===== src/rtl/uart_tx_pkg.sv =====
// ---------------------------------------------------------------------------
// uart_tx_pkg
// Shared definitions for the UART transmit path: the FSM state encoding, the
// default bit period in clock cycles and the 8N1 frame length.
// No ports (package).
// ---------------------------------------------------------------------------
package uart_tx_pkg;

    typedef enum logic {
        IDLE  = 1'b0,
        TXING = 1'b1
    } state_t;

    // Clock cycles per bit period (e.g. 100 MHz / 115200 baud ~ 868).
    localparam int BAUD_DIV_DEF = 868;

    // Start bit + 8 data bits + stop bit.
    localparam int FRAME_BITS = 10;

endpackage


===== src/rtl/uart_tx_if.sv =====
// ---------------------------------------------------------------------------
// uart_tx_if
// Handshake bundle between a byte producer and the UART transmitter.
//   trmt     : one-cycle request to start a frame
//   tx_data  : byte to send, sampled when trmt is accepted
//   clr_done : clears the sticky done flag
//   tx_done  : sticky frame-complete flag (from transmitter)
//   tx_busy  : frame on the line (from transmitter)
// master = producer side, slave = transmitter side.
// ---------------------------------------------------------------------------
interface uart_tx_if;
    logic       trmt;
    logic [7:0] tx_data;
    logic       clr_done;
    logic       tx_done;
    logic       tx_busy;

    modport master (
        output trmt,
        output tx_data,
        output clr_done,
        input  tx_done,
        input  tx_busy
    );

    modport slave (
        input  trmt,
        input  tx_data,
        input  clr_done,
        output tx_done,
        output tx_busy
    );
endinterface


===== src/rtl/uart_baud_cnt.sv =====
// ---------------------------------------------------------------------------
// uart_baud_cnt
// Bit-period counter shared by the UART transmitter and receiver. Counts
// 0..BAUD_DIV-1 while enabled and wraps to 0, pulsing tick in the last cycle
// of each bit period.
//   clk  : clock, rising edge
//   rst  : asynchronous active-high reset
//   clr  : synchronous clear to 0 (takes priority over en)
//   en   : count enable
//   tick : high in the final cycle of a bit period (cnt == BAUD_DIV-1 && en)
// ---------------------------------------------------------------------------
module uart_baud_cnt #(
    parameter int BAUD_DIV = 868
) (
    input  logic clk,
    input  logic rst,
    input  logic clr,
    input  logic en,
    output logic tick
);

    localparam logic [9:0] LAST = 10'(BAUD_DIV - 1);

    logic [9:0] cnt_q;
    logic [9:0] cnt_d;

    assign tick = en && (cnt_q == LAST);

    always_comb begin
        cnt_d = cnt_q;
        if (clr) begin
            cnt_d = '0;
        end else if (en) begin
            cnt_d = (cnt_q == LAST) ? 10'd0 : cnt_q + 10'd1;
        end
    end

    always_ff @(posedge clk or posedge rst) begin
        if (rst) begin
            cnt_q <= '0;
        end else begin
            cnt_q <= cnt_d;
        end
    end

endmodule


===== src/rtl/uart_tx.sv =====
// ---------------------------------------------------------------------------
// uart_tx
// 8N1 UART transmitter. A trmt pulse in IDLE loads {stop, data, start} into a
// 10-bit shift register whose LSB drives TX, so the line is registered and
// falls one cycle after trmt. Each bit is held for BAUD_DIV cycles.
//   clk : clock, rising edge
//   rst : asynchronous active-high reset (TX forced high at once)
//   bus : uart_tx_if.slave (trmt, tx_data, clr_done in; tx_done, tx_busy out)
//   TX  : serial output, idle high
// ---------------------------------------------------------------------------
module uart_tx
    import uart_tx_pkg::*;
#(
    parameter int BAUD_DIV = BAUD_DIV_DEF
) (
    input  logic      clk,
    input  logic      rst,
    uart_tx_if.slave  bus,
    output logic      TX
);

    localparam logic [3:0] LAST_BIT = 4'(FRAME_BITS - 1);

    state_t     state_q,   state_d;
    logic [9:0] shift_q,   shift_d;
    logic [3:0] bit_cnt_q, bit_cnt_d;
    logic       tx_done_q, tx_done_d;
    logic       baud_clr;
    logic       baud_tick;

    uart_baud_cnt #(
        .BAUD_DIV (BAUD_DIV)
    ) u_baud (
        .clk  (clk),
        .rst  (rst),
        .clr  (baud_clr),
        .en   (state_q == TXING),
        .tick (baud_tick)
    );

    assign TX          = shift_q[0];
    assign bus.tx_done = tx_done_q;
    assign bus.tx_busy = (state_q == TXING);

    always_comb begin
        state_d   = state_q;
        shift_d   = shift_q;
        bit_cnt_d = bit_cnt_q;
        tx_done_d = tx_done_q;
        baud_clr  = 1'b0;
        case (state_q)
            IDLE: begin
                // A new request outranks clr_done; both end with tx_done low.
                if (bus.trmt) begin
                    state_d   = TXING;
                    shift_d   = {1'b1, bus.tx_data, 1'b0};
                    bit_cnt_d = '0;
                    baud_clr  = 1'b1;
                    tx_done_d = 1'b0;
                end else if (bus.clr_done) begin
                    tx_done_d = 1'b0;
                end
            end
            TXING: begin
                if (bus.clr_done) begin
                    tx_done_d = 1'b0;
                end
                if (baud_tick) begin
                    // Shifting in ones leaves TX high once the stop bit ends.
                    shift_d   = {1'b1, shift_q[9:1]};
                    bit_cnt_d = bit_cnt_q + 4'd1;
                    // Completion is assigned last so it wins over clr_done.
                    if (bit_cnt_q == LAST_BIT) begin
                        state_d   = IDLE;
                        tx_done_d = 1'b1;
                    end
                end
            end
            default: begin
                state_d = IDLE;
            end
        endcase
    end

    always_ff @(posedge clk or posedge rst) begin
        if (rst) begin
            state_q   <= IDLE;
            shift_q   <= '1;
            bit_cnt_q <= '0;
            tx_done_q <= 1'b0;
        end else begin
            state_q   <= state_d;
            shift_q   <= shift_d;
            bit_cnt_q <= bit_cnt_d;
            tx_done_q <= tx_done_d;
        end
    end

endmodule


===== src/flat_wrapper.sv =====
// flat-port wrapper written by rule: the top's interface ports become plain ports
module uart_tx_flat import uart_tx_pkg::*;
#(
    parameter int BAUD_DIV = BAUD_DIV_DEF
)
  (clk, rst, TX, bus_trmt, bus_tx_data, bus_clr_done, bus_tx_done, bus_tx_busy);
  uart_tx_if bus_i ();
  input  logic clk;
  input  logic rst;
  output logic TX;
  input wire logic [$bits(bus_i.trmt)-1:0] bus_trmt;
  input wire logic [$bits(bus_i.tx_data)-1:0] bus_tx_data;
  input wire logic [$bits(bus_i.clr_done)-1:0] bus_clr_done;
  output wire logic [$bits(bus_i.tx_done)-1:0] bus_tx_done;
  output wire logic [$bits(bus_i.tx_busy)-1:0] bus_tx_busy;
  assign bus_i.trmt = bus_trmt;
  assign bus_i.tx_data = bus_tx_data;
  assign bus_i.clr_done = bus_clr_done;
  assign bus_tx_done = bus_i.tx_done;
  assign bus_tx_busy = bus_i.tx_busy;
  uart_tx #(.BAUD_DIV(BAUD_DIV)) u_core (.clk(clk), .rst(rst), .bus(bus_i), .TX(TX));
endmodule

===== config.mk =====
export PLATFORM = sky130hd
export DESIGN_NAME = uart_tx_flat
export DESIGN_NICKNAME = d
export VERILOG_FILES = /design/src/rtl/uart_tx_pkg.sv /design/src/rtl/uart_tx_if.sv /design/src/rtl/uart_baud_cnt.sv /design/src/rtl/uart_tx.sv /design/src/flat_wrapper.sv
export SDC_FILE = /design/constraint.sdc
export NUM_CORES = 1
export LEC_CHECK = 0
export CORE_UTILIZATION = 60
export CTS_BUF_LIST = sky130_fd_sc_hd__clkbuf_4 sky130_fd_sc_hd__clkbuf_8
export DETAILED_ROUTE_END_ITERATION = 8
export PLACE_DENSITY = 0.85
export SLEW_MARGIN = 0
export SYNTH_ARGS = -nofsm -noshare
export SYNTH_HDL_FRONTEND = slang
export SYNTH_SLANG_ARGS = --single-unit

===== constraint.sdc =====
create_clock -name clk -period 2.55 [get_ports clk]
set_clock_uncertainty 0.2 [all_clocks]
set_input_delay 0.255 -clock clk [delete_from_list [all_inputs] [get_ports clk]]
set_output_delay 0.255 -clock clk [all_outputs]
set_load 0.05 [all_outputs]

# After elaboration in Yosys (flattened, before gate mapping)
# Cells that the tools add are included.
dict set report classes {
  n_addsub 2
  eq_ne 4
  mux 19
  n_bitwise 1
  reduce_logical 3
}
# operator count
set ops {}
lappend ops {{10-bit 2-to-1 mux} 5}
lappend ops {{10-bit case mux with 2 select lines} 1}
lappend ops {{10-bit by 1-bit adder with 10-bit output (second input constant)} 1}
lappend ops {{10-bit equality test (second input constant)} 1}
lappend ops {{1-bit 2-to-1 mux} 8}
lappend ops {{4-bit 2-to-1 mux} 2}
lappend ops {{4-bit case mux with 2 select lines} 1}
lappend ops {{4-bit by 1-bit adder with 4-bit output (second input constant)} 1}
lappend ops {{4-bit equality test (second input constant)} 1}
lappend ops {{2-bit != test (second input constant)} 2}
lappend ops {{1-bit case mux with 2 select lines} 2}
lappend ops {{2-bit AND reduction} 1}
lappend ops {{2-bit nonzero test} 1}
lappend ops {{1-bit logical AND} 1}
lappend ops {{1-bit NOT} 1}
dict set report totals {
  register_bits 26
  input_bits 12
  out_inout_bits 3
  word_cells 34
}

# Logic depth before layout (Yosys ltp)
# Gate-level depths: netlist (run 1).
dict set report logic_depth {
  depth_word 4
  ltp_mapped 6
  ltp_nobuf 5
}

# Hierarchy
# From an unflattened synthesis (run 1), not the netlist that was laid out.
dict set report hier_totals {
  cells_unflattened 136
  area_unflattened_um2 1367.6
}
# mod instances cells_each area_each_um2
set modules_own_cells {}
lappend modules_own_cells {uart_tx 1 77 770.7}
lappend modules_own_cells {uart_baud_cnt 1 59 596.8}

# Least setup slack after synthesis (run 1)
# Ideal clock, no wire load.
dict set report synth_timing {
  path_kind {register to register}
  from {reg u_core.state_q (netlist: u_core.bus.tx_busy)}
  to {reg u_core.bit_cnt_q[2]}
  arrival_time_ns 1.415
  setup_slack_ns 0.843
  stages_incl_launch_ff 6
  path_buffers 1
  synth_period_minus_slack_ns 1.707
  path_cell_list {dfrtp_1 inv_1 nand2_1 clkbuf_1 o211ai_1 o31ai_2}
}
dict set report synth_via {
  elab_chain_len 3
}
# element line_no
set synth_lines {}
lappend synth_lines {{start: declaration} uart_tx.sv:24} ;# state_t state_q, state_d;
lappend synth_lines {{start signal: assignment} uart_tx.sv:92} ;# state_q <= state_d;
lappend synth_lines {{1-bit logical AND / 1-bit NOT (equally long branches)} n/a}
lappend synth_lines {{2-bit != test (no source line)} n/a}
lappend synth_lines {{2-bit AND reduction (no source line)} n/a}
lappend synth_lines {{end signal: assignment} uart_tx.sv:94} ;# bit_cnt_q <= bit_cnt_d;
lappend synth_lines {{end: declaration} uart_tx.sv:26} ;# logic [3:0] bit_cnt_q, bit_cnt_d;
# Several ways; a longest one is shown, not always the timed one.
# A chain may end at the register's enable or synchronous reset.

# Final worst setup path (run 1)
dict set report layout_timing {
  from {reg u_core.state_q (netlist: u_core.bus.tx_busy)}
  to {out bus_tx_busy}
}
# element line_no
set layout_rtl {}
lappend layout_rtl {{end: declaration} flat_wrapper.sv:15} ;# output wire logic [$bits(bus_i.tx_busy)-1:0] bus_tx_busy;
# No word-level cell between the ends.

==> results.cfg, run 1 <==
[clock_network]
insertion_delay_ns = 0.32
path_clk_slew_ns = 0.13
ctsResizeCount = 0
cts_hold_buf = 0
cts_buffers = 3
cts_max_level = 1
cts.sinks = 25
cts_tree = yes
clk_path_buf_depth = 2
post-cts-setup-buffers = 0
cts_root_buffer = clkbuf_4

[synthesis]
ys_seq_area_frac = 0.503
yosysUniqueCellTypes = 36
syn_area_mm2 = 0.00126
synth-edff-count = 0
async_flop_share = 1.00
ys.flop_type = dfrtp_1
synthCells = 121
syn-mean-instance-area_um2 = 10.5
yosys_warnings = 0
synth-seq-cells = 25
syn_nets = 136

[routing]
wl_met1_um = 1070
vias = 960
top_layer = met4
via_per_inst = 5.93
route.met2.wl_um = 1280
antenna_left = 0
avgRoutedWirePerCell_um = 15.1
drt_pre_antenna_iters = 4
drc = 0
wl_um = 2450
met3_length_um = 68
dr.first_iter.drc_count = 34

[power_and_ir_drop]
ir_drop_mv = 0.484
powerDensity_mw_per_mm2 = 718
power_mw = 1.03
power_leakage_nw = 0.618

[setup_path]
cp_num_buf_inv = 1
startpoint = u_core.bus.tx_busy
slowest_stage = clkdlybuf4s50_1
path_delay_family = buffers and inverters
critical_path_required_ns = 2.10
setup.worst_path.class = reg -> out
startpoint_type = flop
end_kind = primary output
crit_chain = clkdlybuf4s50_1
worstPathArrival_ns = 1.80
reg2reg_from = u_core.u_baud.cnt_q[0]
cp_slowest_stage_delay_ns = 0.88
cp_max_fo = 12

[floorplanning]
initial_core_util = 0.645
die_x_um = 47.9
pin_count = 15
die_h_um = 47.9
core_area_mm2 = 0.00196
die-area_mm2 = 0.00230
std_cell_rows = 16

[place]
dp_cells = 158
dpl-instance-area_mm2 = 0.00140
gp_congestion = 0.838
dp_slack_ns = 0.542
dpl.hpwl_um = 1780
io_buffers = 14

[timing]
worst_slack_ns = 0.300
fin_setup_tns_ns = 0
drv_slew = 0
min_period_ns = 2.25
hold_ws_ns = 0.153
worstMarginPinSlew_ns = 0.725
fmax_mhz = 444
relSlewSlack = 0.516
hold_violations = 0
setup_viol = 0
finalCritPeriodShare = 0.882
rsz0062_at_grt = no

[finish]
multi_input_area_um2 = 553
area_delta_synth_final_pct = 13.2
fill_cells = 147
final_area_mm2 = 0.00143
fin_nets = 151
fin_cells = 162
final_util = 0.730
insertedDiodeCount = 0
layout-drive-gt1-share = 0.178
seqCellArea_um2 = 637

[grt]
grt_overflow_total = 0
antenna_found_initial = 0
grt_pass1_wl_um = 3680
grt_use_total = 0.235
grt_start_max_net_pins = 26
grt_pass1_vias = 827

[job]
max_cap_violations = 0

[outcome]
status = finished, final reports clean

[worst_hold_path]
worstHoldPathType = in -> async
-- metal layers --
metal  up-vias  global-route usage
met1       472               0.305
met4         0              0.0778
met5         -                   0
met3         4              0.0377
li1        467                   -
met2        17               0.400
-- where the power goes --
part,internal [mW],switching [mW],leakage (nW)
Clock,0.0719,0.116,0.0184
Combinational,0.127,0.101,0.314
Sequential,0.492,0.120,0.285
-- cell families (layout without fill, tap and decap cells) --
logic type | after synthesis | count (layout) | synth area share
buffers and inverters | 13 | 27 | 0.0593
XOR/XNOR | 4 | 4 | 0.0277
multiplexers | 2 | 2 | 0.0168
AO/OA/AOI/OAI | 33 | 33 | 0.171
AND/OR/NAND/NOR | 41 | 41 | 0.192
flip-flops | 25 | 25 | 0.503
adder cells (fa/ha/maj) | 3 | 3 | 0.0297
-- synth_stat cells (2+ instances only) --
library cell,count,area share
buf_6,2,0.018
nand2_1,9,0.027
and3_1,4,0.020
nand4_1,3,0.015
xor2_1,3,0.021
dfstp_2,9,0.19
inv_1,8,0.024
dfrtp_1,16,0.32
o211ai_1,3,0.018
a31oi_1,2,0.0099
nor2_1,11,0.033
o21ai_0,2,0.0079
a21oi_1,8,0.032
ha_1,3,0.030
o22ai_1,9,0.045
o21ai_1,3,0.012
a22o_2,2,0.016
nand3_1,6,0.024
-- flip-flops by register name (all words and copies together), names as in the netlist --
signal	cells
u_core.shift_q	9
u_core.bit_cnt_q	4
u_core.bus.tx_busy	1
u_core.u_baud.cnt_q	10
u_core.bus.tx_done	1
-- final cells by class --
type                    count  area share
multi-input cells          83       0.386
flip-flops and latches     25       0.445
well taps                  27      0.0236
repair buffers             15       0.103
clock buffers               4      0.0210
inverters                   8      0.0210
-- final timing paths --
kind / cells past startpoint / slack, ns / to
worst max register to register: 5 / 0.53 / u_core.shift_q[8]
worst max-delay path: 1 / 0.30 / bus_tx_busy
min in group clk: 2 / 0.30 / u_core.shift_q[0]
max in group asynchronous: 3 / 1.34 / u_core.shift_q[2]
worst min register to register: 2 / 0.30 / u_core.shift_q[0]
worst min-delay path: 2 / 0.15 / u_core.bit_cnt_q[0]
-- cell usage in the layout (no fill, tap or decap), types with 2 or more instances in the layout --
master	n
a21oi_1	8
a22o_2	2
a31oi_1	2
and3_1	4
clkbuf_4	4
clkdlybuf4s50_1	14
dfrtp_1	16
dfstp_2	9
ha_1	3
inv_1	8
nand2_1	9
nand3_1	6
nand4_1	3
nor2_1	11
o211ai_1	3
o21ai_0	2
o21ai_1	3
o22ai_1	9
xor2_1	3
(Power assumes the default switching activity.)
==> run 2: changes to the inputs <==
- CORE_UTILIZATION: 60 -> 58
- CTS_BUF_LIST: sky130_fd_sc_hd__clkbuf_4 sky130_fd_sc_hd__clkbuf_8 -> default
- PLACE_DENSITY: 0.85 -> 0.82
==> run 2 against run 1 <==
Against the previous run: non-clock buffer count unchanged; clock power down 6%; register-to-register slack better by 0.03 ns; critical path type unchanged; routed wire length down 6.5%; count of clock-buffer cells in the layout down 1.
==> results.cfg, run 2 (synthesized netlist as in run 1, its figures left out) <==
[worst_hold_path]
worstHoldPathType = in -> async

[setup_path]
path_delay_family = buffers and inverters
worstPathArrival_ns = 1.82
startpoint_type = flop
cp_num_buf_inv = 1
r2r_cells = 5
critical_path_required_ns = 2.10
crit_chain = clkdlybuf4s50_1
end_kind = primary output
cp_slowest_stage_delay_ns = 0.89
reg2reg_from = u_core.u_baud.cnt_q[0]
reg2reg_to = u_core.bit_cnt_q[2]
setup.worst_path.class = reg -> out
worst-r2r-setup-slack_ns = 0.56
slowest_stage = clkdlybuf4s50_1
cp_max_fo = 12

[clock_network]
clk_path_buf_depth = 2
cts.sinks = 25
cts_buffers = 3
cts_max_level = 1
cts_tree = yes
ctsResizeCount = 0
path_clk_slew_ns = 0.13
insertion_delay_ns = 0.32
cts_root_buffer = clkbuf_4
cts_hold_buf = 0
post-cts-setup-buffers = 0

[timing]
fin_setup_tns_ns = 0
drv_slew = 0
hold_violations = 0
relSlewSlack = 0.587
worstMarginPinSlew_ns = 0.617
finalCritPeriodShare = 0.894
hold_ws_ns = 0.0620
rsz0062_at_grt = no
min_period_ns = 2.28
fmax_mhz = 439
setup_viol = 0

[floorplanning]
pin_count = 15
die-area_mm2 = 0.00237
die_x_um = 48.7
std_cell_rows = 16
die_h_um = 48.7
initial_core_util = 0.632
core_area_mm2 = 0.00200

[power_and_ir_drop]
swShare = 0.330
power_leakage_nw = 0.617
clockPowerShare = 0.175
combPwrFrac = 0.226
pwr-share-seq = 0.599
powerDensity_mw_per_mm2 = 707
power.internal_mw = 0.678
ir_drop_mv = 0.523
power_switching_mw = 0.333

[routing]
wl_um = 2290
antenna_left = 0
avgRoutedWirePerCell_um = 14.1
via_per_inst = 5.96
drc = 0
vias = 966
dr.first_iter.drc_count = 19
drt_pre_antenna_iters = 4

[place]
gp_congestion = 0.826
dpl-instance-area_mm2 = 0.00140
io_buffers = 14
dpl.hpwl_um = 1610

[finish]
final_area_mm2 = 0.00143
largest_reg_flops = 10
final_cell_mix = dfrtp_1 (16), clkdlybuf4s50_1 (14), nor2_1 (11)
top_regs = u_core.u_baud.cnt_q (10), u_core.shift_q (9), u_core.bit_cnt_q (4)
top_register = u_core.u_baud.cnt_q
fin_nets = 151
fill_cells = 147
insertedDiodeCount = 0
final_common_cell = dfrtp_1
layout-drive-gt1-share = 0.178
area_delta_synth_final_pct = 13.0

[grt]
grt_pass1_wl_um = 3950
antenna_found_initial = 0
grt_start_max_net_pins = 26
grt_overflow_total = 0
grt_pass1_vias = 936
grt_use_total = 0.218

[job]
max_cap_violations = 0

[outcome]
status = finished, final reports clean
run 2: cell count changes in the layout (fill, tap and decap cells not counted), sizes merged:
| cell | delta |
|---|---|
| clkbuf | -1 |
| clkinv | +1 |
run 2: cell type report:
| class | instances | area, µm² | share of cell area |
|---|---|---|---|
| clock inverter | 1 | 5.00 | 0.00350 |
| timing repair buffer | 15 | 148 | 0.103 |
| clock buffer | 3 | 22.5 | 0.0158 |
| sequential | 25 | 637 | 0.446 |
| tap | 27 | 33.8 | 0.0236 |
| inverter | 8 | 30.0 | 0.0210 |
| multi-input combinational | 83 | 553 | 0.387 |
run 2: layer usage:
| metal | GRT usage | part of all wire | wire length [µm] | vias to the layer above |
|---|---|---|---|---|
| li1 | - | - | - | 466 |
| met1 | 0.269 | 0.46 | 1050 | 473 |
| met2 | 0.368 | 0.50 | 1130 | 24 |
| met3 | 0.0440 | 0.037 | 84 | 3 |
| met4 | 0.0980 | 0.010 | 24 | 0 |
| met5 | 0 | 0 | 0 | - |
run 2: worst max-delay path by stage:
stage,start,to,slack [ns],cells past startpoint
2_1_floorplan,u_core.bus.tx_busy,u_core.bit_cnt_q[2],0.84,5
3_3_place_gp,u_core.u_baud.cnt_q[0],u_core.bit_cnt_q[2],0.65,5
3_5_place_dp,u_core.u_baud.cnt_q[0],u_core.bit_cnt_q[2],0.57,5
4_1_cts,u_core.bus.tx_busy,bus_tx_busy,0.27,1
5_1_grt,u_core.bus.tx_busy,bus_tx_busy,0.22,1
6_report,u_core.bus.tx_busy,bus_tx_busy,0.27,1
run 2: stage by stage:
stage,total power [mW],std cells,util,setup WS [ns]
2_1_floorplan,0.781,121,-,0.843
3_3_place_gp,0.819,158,0.700,0.650
3_5_place_dp,0.839,158,0.700,0.569
4_1_cts,1.01,162,0.714,0.270
5_1_grt,1.08,162,0.714,0.221
6_report,1.01,162,0.714,0.270
run 2: power by group through the flow:
stage / Clock [mW] / Combinational (mW) / Sequential, mW
after floorplan: 0 / 0.206 / 0.574
after global placement: 0 / 0.218 / 0.601
after detailed placement: 0 / 0.230 / 0.609
after CTS: 0.181 / 0.231 / 0.600
after global routing: 0.197 / 0.261 / 0.619
final: 0.177 / 0.228 / 0.605
==> run 3: changes to the inputs <==
- CAP_MARGIN: default -> 25
- RECOVER_POWER: default -> 25
==> run 3 against run 2 <==
Against the previous run: critical path depth stayed put; largest cell class unchanged; sequential cell count unchanged; via count up 0.10%; global-route usage is the same; clock power hardly changed; worst hold slack improved by 0.24 ns; critical path type unchanged.
==> results.cfg, run 3 (synthesized netlist as in run 1, its figures left out) <==
[outcome]
status = finished, final reports clean

[floorplanning]
initial_core_util = 0.632
die_x_um = 48.7
pin_count = 15
die_h_um = 48.7
die-area_mm2 = 0.00237
core_area_mm2 = 0.00200
std_cell_rows = 16

[place]
io_buffers = 14
dp_slack_ns = 0.569
dpl.hpwl_um = 1610
gp_congestion = 0.826

[power_and_ir_drop]
power_leakage_nw = 0.614
power_mw = 1.01
swShare = 0.329
combPwrFrac = 0.225
clockPowerShare = 0.176
power_switching_mw = 0.332
pwr-share-seq = 0.599
powerDensity_mw_per_mm2 = 708
ir_drop_mv = 0.520
power.internal_mw = 0.677

[finish]
final_common_cell = dfrtp_1
fill_cells = 149
final_cell_mix = dfrtp_1 (16), clkdlybuf4s50_1 (13), nor2_1 (11)
insertedDiodeCount = 0
largest_reg_flops = 10
multi_input_area_um2 = 553
top_regs = u_core.u_baud.cnt_q (10), u_core.shift_q (9), u_core.bit_cnt_q (4)
seqCellArea_um2 = 637
fin_nets = 151
area_delta_synth_final_pct = 12.7
layout-drive-gt1-share = 0.170
top_register = u_core.u_baud.cnt_q

[routing]
via_per_inst = 5.97
dr.first_iter.drc_count = 21
antenna_left = 0
vias = 967
drc = 0
drt_pre_antenna_iters = 4
wl_um = 2260
avgRoutedWirePerCell_um = 13.9

[grt]
grt_overflow_total = 0
grt_start_max_net_pins = 26
grt_pass1_vias = 936
grt_use_total = 0.218
antenna_found_initial = 0
grt_pass1_wl_um = 3950

[clock_network]
cts_root_buffer = clkbuf_4
cts_tree = yes
insertion_delay_ns = 0.32
cts_hold_buf = 0
path_clk_slew_ns = 0.13
ctsResizeCount = 0
clk_path_buf_depth = 2
post-cts-setup-buffers = 0
cts.sinks = 25
cts_buffers = 3
cts_max_level = 1

[setup_path]
path_depth = 1
startpoint_type = flop
crit_chain = clkdlybuf4s50_1
r2r_cells = 5
cp_num_buf_inv = 1
cp_slowest_stage_delay_ns = 0.89
critical_path_required_ns = 2.10
end_kind = primary output
cp_max_fo = 12
path_delay_family = buffers and inverters
worstPathArrival_ns = 1.83
setup.worst_path.class = reg -> out
slowest_stage = clkdlybuf4s50_1

[worst_hold_path]
min_path_cells = 2
worstHoldPathType = reg -> reg

[timing]
rsz0062_at_grt = no
setup_viol = 0
hold_violations = 0
worst_slack_ns = 0.265
worstMarginPinSlew_ns = 1.28
drv_slew = 0
relSlewSlack = 0.145
finalCritPeriodShare = 0.896
fin_setup_tns_ns = 0
hold_ws_ns = 0.301
min_period_ns = 2.29
fmax_mhz = 438

[job]
max_cap_violations = 0
## run 3: cell count changes in the layout (fill, tap and decap cells not counted)
cell and delta:
dlygate4sd3_1 +1, clkdlybuf4s50_1 -1, clkbuf_1 +1, buf_4 -1
## run 3: routing by layer
metal	vias to the layer above	share of wire	global-route usage
met2	29	0.50	0.368
met1	471	0.44	0.269
met3	3	0.047	0.0440
met4	0	0.011	0.0980
li1	464	-	-
met5	-	0	0
## run 3: cell type report
type / count / share of cell area
multi-input combinational: 83 / 0.388
sequential: 25 / 0.447
clock inverter: 1 / 0.00351
timing repair buffer: 15 / 0.101
inverter: 8 / 0.0211
tap: 27 / 0.0237
clock buffer: 3 / 0.0158
## run 3: worst paths after layout
path / end / slack (ns) / from
max in group asynchronous: u_core.u_baud.cnt_q[0] / 0.83 / rst
worst max register to register: u_core.bit_cnt_q[2] / 0.56 / u_core.u_baud.cnt_q[0]
worst min register to register: u_core.shift_q[0] / 0.30 / u_core.shift_q[0]
worst min-delay path: u_core.shift_q[0] / 0.30 / u_core.shift_q[0]
min in group asynchronous: u_core.bit_cnt_q[0] / 0.58 / rst
worst max-delay path: bus_tx_busy / 0.26 / u_core.bus.tx_busy
## run 3: power by group through the flow
stage / combinational (mW) / sequential, mW / clock, mW
floorplan: 0.206 / 0.574 / 0
global placement: 0.218 / 0.601 / 0
detailed placement: 0.230 / 0.609 / 0
CTS: 0.231 / 0.600 / 0.181
global route: 0.260 / 0.619 / 0.197
finish: 0.227 / 0.604 / 0.178
## run 3: through the flow
step	instances	util	instance area, µm²
3_5_place_dp	158	0.700	1400
5_1_grt	162	0.712	1430
4_1_cts	162	0.714	1430
6_report	162	0.712	1430
2_1_floorplan	121	-	1260
3_3_place_gp	158	0.700	1400
## run 3: worst min-delay path: stages (launching register included)
cell,delay [ns]
dfstp_2,0.40
nand3_1,0.05
o21ai_1,0.06
==> edit 1, RTL diff (config.mk and constraints of run 3) <==
Compare `bit_cnt_q` against `LAST_BIT` with >= in place of ==.
--- a/src/rtl/uart_tx.sv
+++ b/src/rtl/uart_tx.sv
@@ -72,3 +72,3 @@
                     // Completion is assigned last so it wins over clr_done.
-                    if (bit_cnt_q == LAST_BIT) begin
+                    if (bit_cnt_q >= LAST_BIT) begin
                         state_d   = IDLE;
Behaviour: same outputs for any inputs over 10 cycles, from zero or initial values and one cycle with rst high; that may be too few to reach the edited logic, so the function may still have changed.
==> edit 1 against run 3 <==
Non-clock buffer count up 2. Routed wire length is 22% higher. Total power increased by 13%. Design area grew 11%. Sequential cell count did not move. Synthesized area rose by 9.0%. Core utilization down 0.60 points. Synthesized cell count rose by 5.8%. Setup slack worse by 0.072 ns. Sequential power grew 7.6%. Largest cell class is now multi-input gates. Largest power group unchanged. Highest routed layer unchanged.
==> edit 1: results (changes against run 3) <==
- Status: completed
- Worst-margin pin slew: 1.30 ns (+0.0200 ns)
- Yosys Warn Count: 0 (unchanged)
- VDD IR max: 0.433 mV (-17%)
- Final GP Congestion: 0.814 (-1.4%)
- Port Buffers: 14 (unchanged)
- CTS root buffer: clkbuf_4
- CP max stage delay: 0.90 ns
- Clk_lat worst skew: 0.32 ns (about the same)
- Top post-synthesis cells by count: 16 x dfrtp_1, 13 x nand2_1, 13 x nand2b_1
- Pin count of the biggest net entering global routing: 26 (unchanged)
- Slowest cell on the critical path: clkdlybuf4s50_1
- Initial antenna violation count: 0 (unchanged)
- Post-synth ARST share: 100% (unchanged)
- Post-Syn Nets: 144 (+5.9%)
- Inserted Clock Buffers: 3 (unchanged)
- Critical path fanouts, max: 17 (+5)
- Proportion of layout cells with a drive suffix above 1: 17.8% (+0.77 points)
- First-iteration detailed-routing DRC count: 18 (-14%)
- First-pass GRT wire length: 4.77 mm (+21%)
- Resized cells post-CTS: 0 (unchanged)
- Post-Place Cells: 170 (+7.6%)
- Total number of vias: 1046 (+8.2%)
- Ranking of synthesized cells by area: dfrtp_1 29%, dfstp_2 17%, nand2b_1 5.9%, o221a_2 4.1%, ha_1 3.6%
- Total track usage: 24.4% (+2.6 points)
- Yosys cell types: 37 (+2.8%)
- Filler instances: 170 (+14%)
- Nets: 163 (+7.9%)
- Worst EP arrival: 1.90 ns (+0.07 ns)
- TritonRoute pass-1 iters: 4 (unchanged)
- Vias per inst: 6.01 (+0.71%)
- CTS Buffer Depth: 2 (unchanged)
- Synth Instances: 128 (+5.8%)
- Pleak: 0.646 nW (+5.2%)
- Drt total wl: 2.76 mm (+22%)
- Place WS: 0.417 ns (-0.151 ns)
- Sequential area share after synthesis: 46.2% (-4.2 points)
- Worst path top cell family by delay: buffers and inverters
- Antenna Diode Count: 0 (unchanged)
- Setup Fix Bufs, Post-CTS: 0 (unchanged)
- Clk slew on worst S/H paths: 0.15 ns (+0.02 ns)
- Worst Hold Class: in2reg
- CTS HTree Levels: 1 (unchanged)
- Detailed placer's ending HPWL: 2.01 mm (+25%)
- Largest regs: u_core.u_baud.cnt_q: 10 flops, u_core.shift_q: 9 flops, u_core.bit_cnt_q: 4 flops
==> edit 1: power breakdown <==
part / switching (W) / total [W] / internal [W]
clock network: 0.000124 / 0.000184 / 0.0000598
logic: 0.000151 / 0.000311 / 0.000160
registers: 0.000130 / 0.000650 / 0.000520
==> edit 1: cells by family (layout without fill, tap and decap cells) <==
family	count (synthesis)	in the layout	synth area share (%)
and+or+nand+nor	48	48	21.0
AOI/OAI and AO/OA	33	33	20.1
adders and majority gates	4	4	3.63
muxes	5	5	3.72
buffers and inverters	11	29	4.08
xor gates and xnor gates	2	2	1.27
DFF	25	25	46.2
==> edit 1: metal layers <==
metal  track usage, %  routed length (um)  vias to the layer above
met5                0                   0                        -
met4             6.48                   8                        0
met3             3.03                  47                        2
met2             43.3                1400                       13
met1             31.1                1300                      524
li1                 -                   -                      507
==> edit 1: layout make-up <==
cell class	instances	area, um^2	area share [%]
clock buffers	3	22.5	1.43
clock inverters	1	7.51	0.476
inverters	8	30.0	1.90
multi-input cells	92	686	43.5
flip-flops and latches	25	637	40.4
well taps	28	35.0	2.22
repair buffers	17	159	10.1
==> edit 1: path summary, 6_finish.rpt <==
kind	slack (ns)	startpoint	depth (start not counted)	endpoint
worst min register to register	0.29	u_core.shift_q[0]	2	u_core.shift_q[0]
worst max-delay path	0.19	u_core.bus.tx_busy	1	bus_tx_busy
worst min-delay path	0.27	bus_tx_data[7]	3	u_core.shift_q[8]
min in group asynchronous	0.58	rst	3	u_core.u_baud.cnt_q[2]
max in group asynchronous	0.81	rst	3	u_core.bit_cnt_q[0]
worst max register to register	0.37	u_core.bus.tx_busy	3	u_core.bit_cnt_q[1]
==> edit 1: worst reg2reg max path, cell delays in order (launching register included) <==
cell and delay (ns):
dfrtp_1 0.68, inv_1 0.20, or4_4 0.69, mux2_2 0.31
==> edit 1: stage by stage <==
step                      power, W  hold WS [ns]  cell area, um^2
after floorplan           0.000862        0.0756             1380
after global placement    0.000941         0.266             1550
after detailed placement  0.000965         0.277             1550
after CTS                  0.00115        0.0621             1580
after global routing       0.00122         0.309             1580
final                      0.00115         0.271             1580
==> edit 2, RTL diff (settings of run 3) <==
Made on the original files. `BAUD_DIV_DEF`: 868 -> 651.
--- a/src/rtl/uart_tx_pkg.sv
+++ b/src/rtl/uart_tx_pkg.sv
@@ -14,3 +14,3 @@
     // Clock cycles per bit period (e.g. 100 MHz / 115200 baud ~ 868).
-    localparam int BAUD_DIV_DEF = 868;
+    localparam int BAUD_DIV_DEF = 651;
 
Formal check against the unedited RTL: same outputs for any inputs over 10 cycles, from zero or initial values and one cycle with rst high; that may be too few to reach the edited logic, so the function may still have changed.
==> edit 2 against run 3 <==
Critical path depth unchanged. Via count increased by 5.3%. Synthesized area grew 0.79%. Total power shrank 6.5%. Design area is 1.9% higher. Routed wire length is 7.9% higher. Worst hold slack worse by 0.0039 ns. Setup slack gained 0.075 ns. Sequential cell count unchanged. Highest routed layer unchanged. Critical endpoint unchanged. Largest cell class unchanged. Critical path type unchanged.
==> edit 2: results (changes against run 3) <==
- Status: completed
- Drt total wl: 2.44 mm (+7.9%)
- Post-place instance area: 1430 um^2 (+2.0%)
- CP max stage delay: 0.87 ns (-0.02 ns)
- Design Area, Final: 1450 um^2 (+1.9%)
- Ranking of synthesized cells by area: dfrtp_1 31%, dfstp_2 19%, o22a_1 4.1%, ha_1 3.9%, o21ai_0 3.5%
- Top post-synthesis cells by count: 16 x dfrtp_1, 10 x nand2_1, 9 x dfstp_2, 9 x inv_1, 9 x o21ai_0
- Detailed placer's ending HPWL: 1.79 mm (+11%)
- Sequential area share after synthesis: 50.0% (-0.40 points)
- Avg Cell Area, Syn: 10.2 um^2 (-2.4%)
- Place WS: 0.394 ns (-0.175 ns)
- Total track usage: 24.0% (+2.1 points)
- CTS root buffer: clkbuf_4
- Filler instances: 147 (-1.3%)
- Post-Syn Nets: 141 (+3.7%)
- Critical path fanouts, max: 8 (-4)
- Post-Place Cells: 162 (+2.5%)
- Fin cells: 166 (+2.5%)
- Proportion of layout cells with a drive suffix above 1: 14.4% (-2.6 points)
- Total number of vias: 1018 (+5.3%)
- Final GP Congestion: 0.822 (-0.54%)
- First-pass GRT wire length: 4.40 mm (+11%)
- Share of the synthesized area in the top cell type: 31.4% (-0.25 points)
- VDD IR max: 0.449 mV (-14%)
- Worst path top cell family by delay: buffers and inverters
[edit 2: kinds of logic (layout without fill, tap and decap cells)]
group | Yosys count | count (layout) | synth area share (%)
buffers and inverters | 15 | 29 | 5.10
adder cells (fa/ha/maj) | 4 | 4 | 3.93
AO/OA/AOI/OAI | 41 | 41 | 23.2
XOR/XNOR | 1 | 1 | 0.687
AND/OR/NAND/NOR | 39 | 39 | 17.2
flip-flops | 25 | 25 | 50.0
[edit 2: power by group]
group | internal, W | switching, W | total [W]
Combinational | 0.000103 | 0.0000936 | 0.000196
Sequential | 0.000481 | 0.0000932 | 0.000574
Clock | 0.0000585 | 0.000114 | 0.000172
[edit 2: cell type report]
| cell class | instances | area share, % |
|---|---|---|
| Inverter | 10 | 2.58 |
| Clock buffer | 3 | 1.55 |
| Clock inverter | 1 | 0.345 |
| Sequential cell | 25 | 43.8 |
| Tap cell | 27 | 2.33 |
| Multi-Input combinational cell | 85 | 39.4 |
| Timing Repair Buffer | 15 | 9.91 |
[edit 2: path summary, 6_finish.rpt]
check                                       startpoint  slack [ns]                endpoint  cells after the start
max in group asynchronous                          rst        0.80  u_core.u_baud.cnt_q[2]                      3
min in group asynchronous                          rst        0.59     u_core.bit_cnt_q[3]                      3
worst min-delay path                 u_core.shift_q[8]        0.30       u_core.shift_q[8]                      2
worst max register to register  u_core.u_baud.cnt_q[0]        0.40     u_core.bit_cnt_q[2]                      6
worst max-delay path                u_core.bus.tx_busy        0.34             bus_tx_busy                      1
worst min register to register       u_core.shift_q[8]        0.30       u_core.shift_q[8]                      2
[edit 2: metal layers]
metal / track usage [%] / share of wire [%]
met4: 10.8 / 1.8
met2: 42.6 / 50
met5: 0 / 0
met3: 4.36 / 3.2
met1: 28.0 / 45
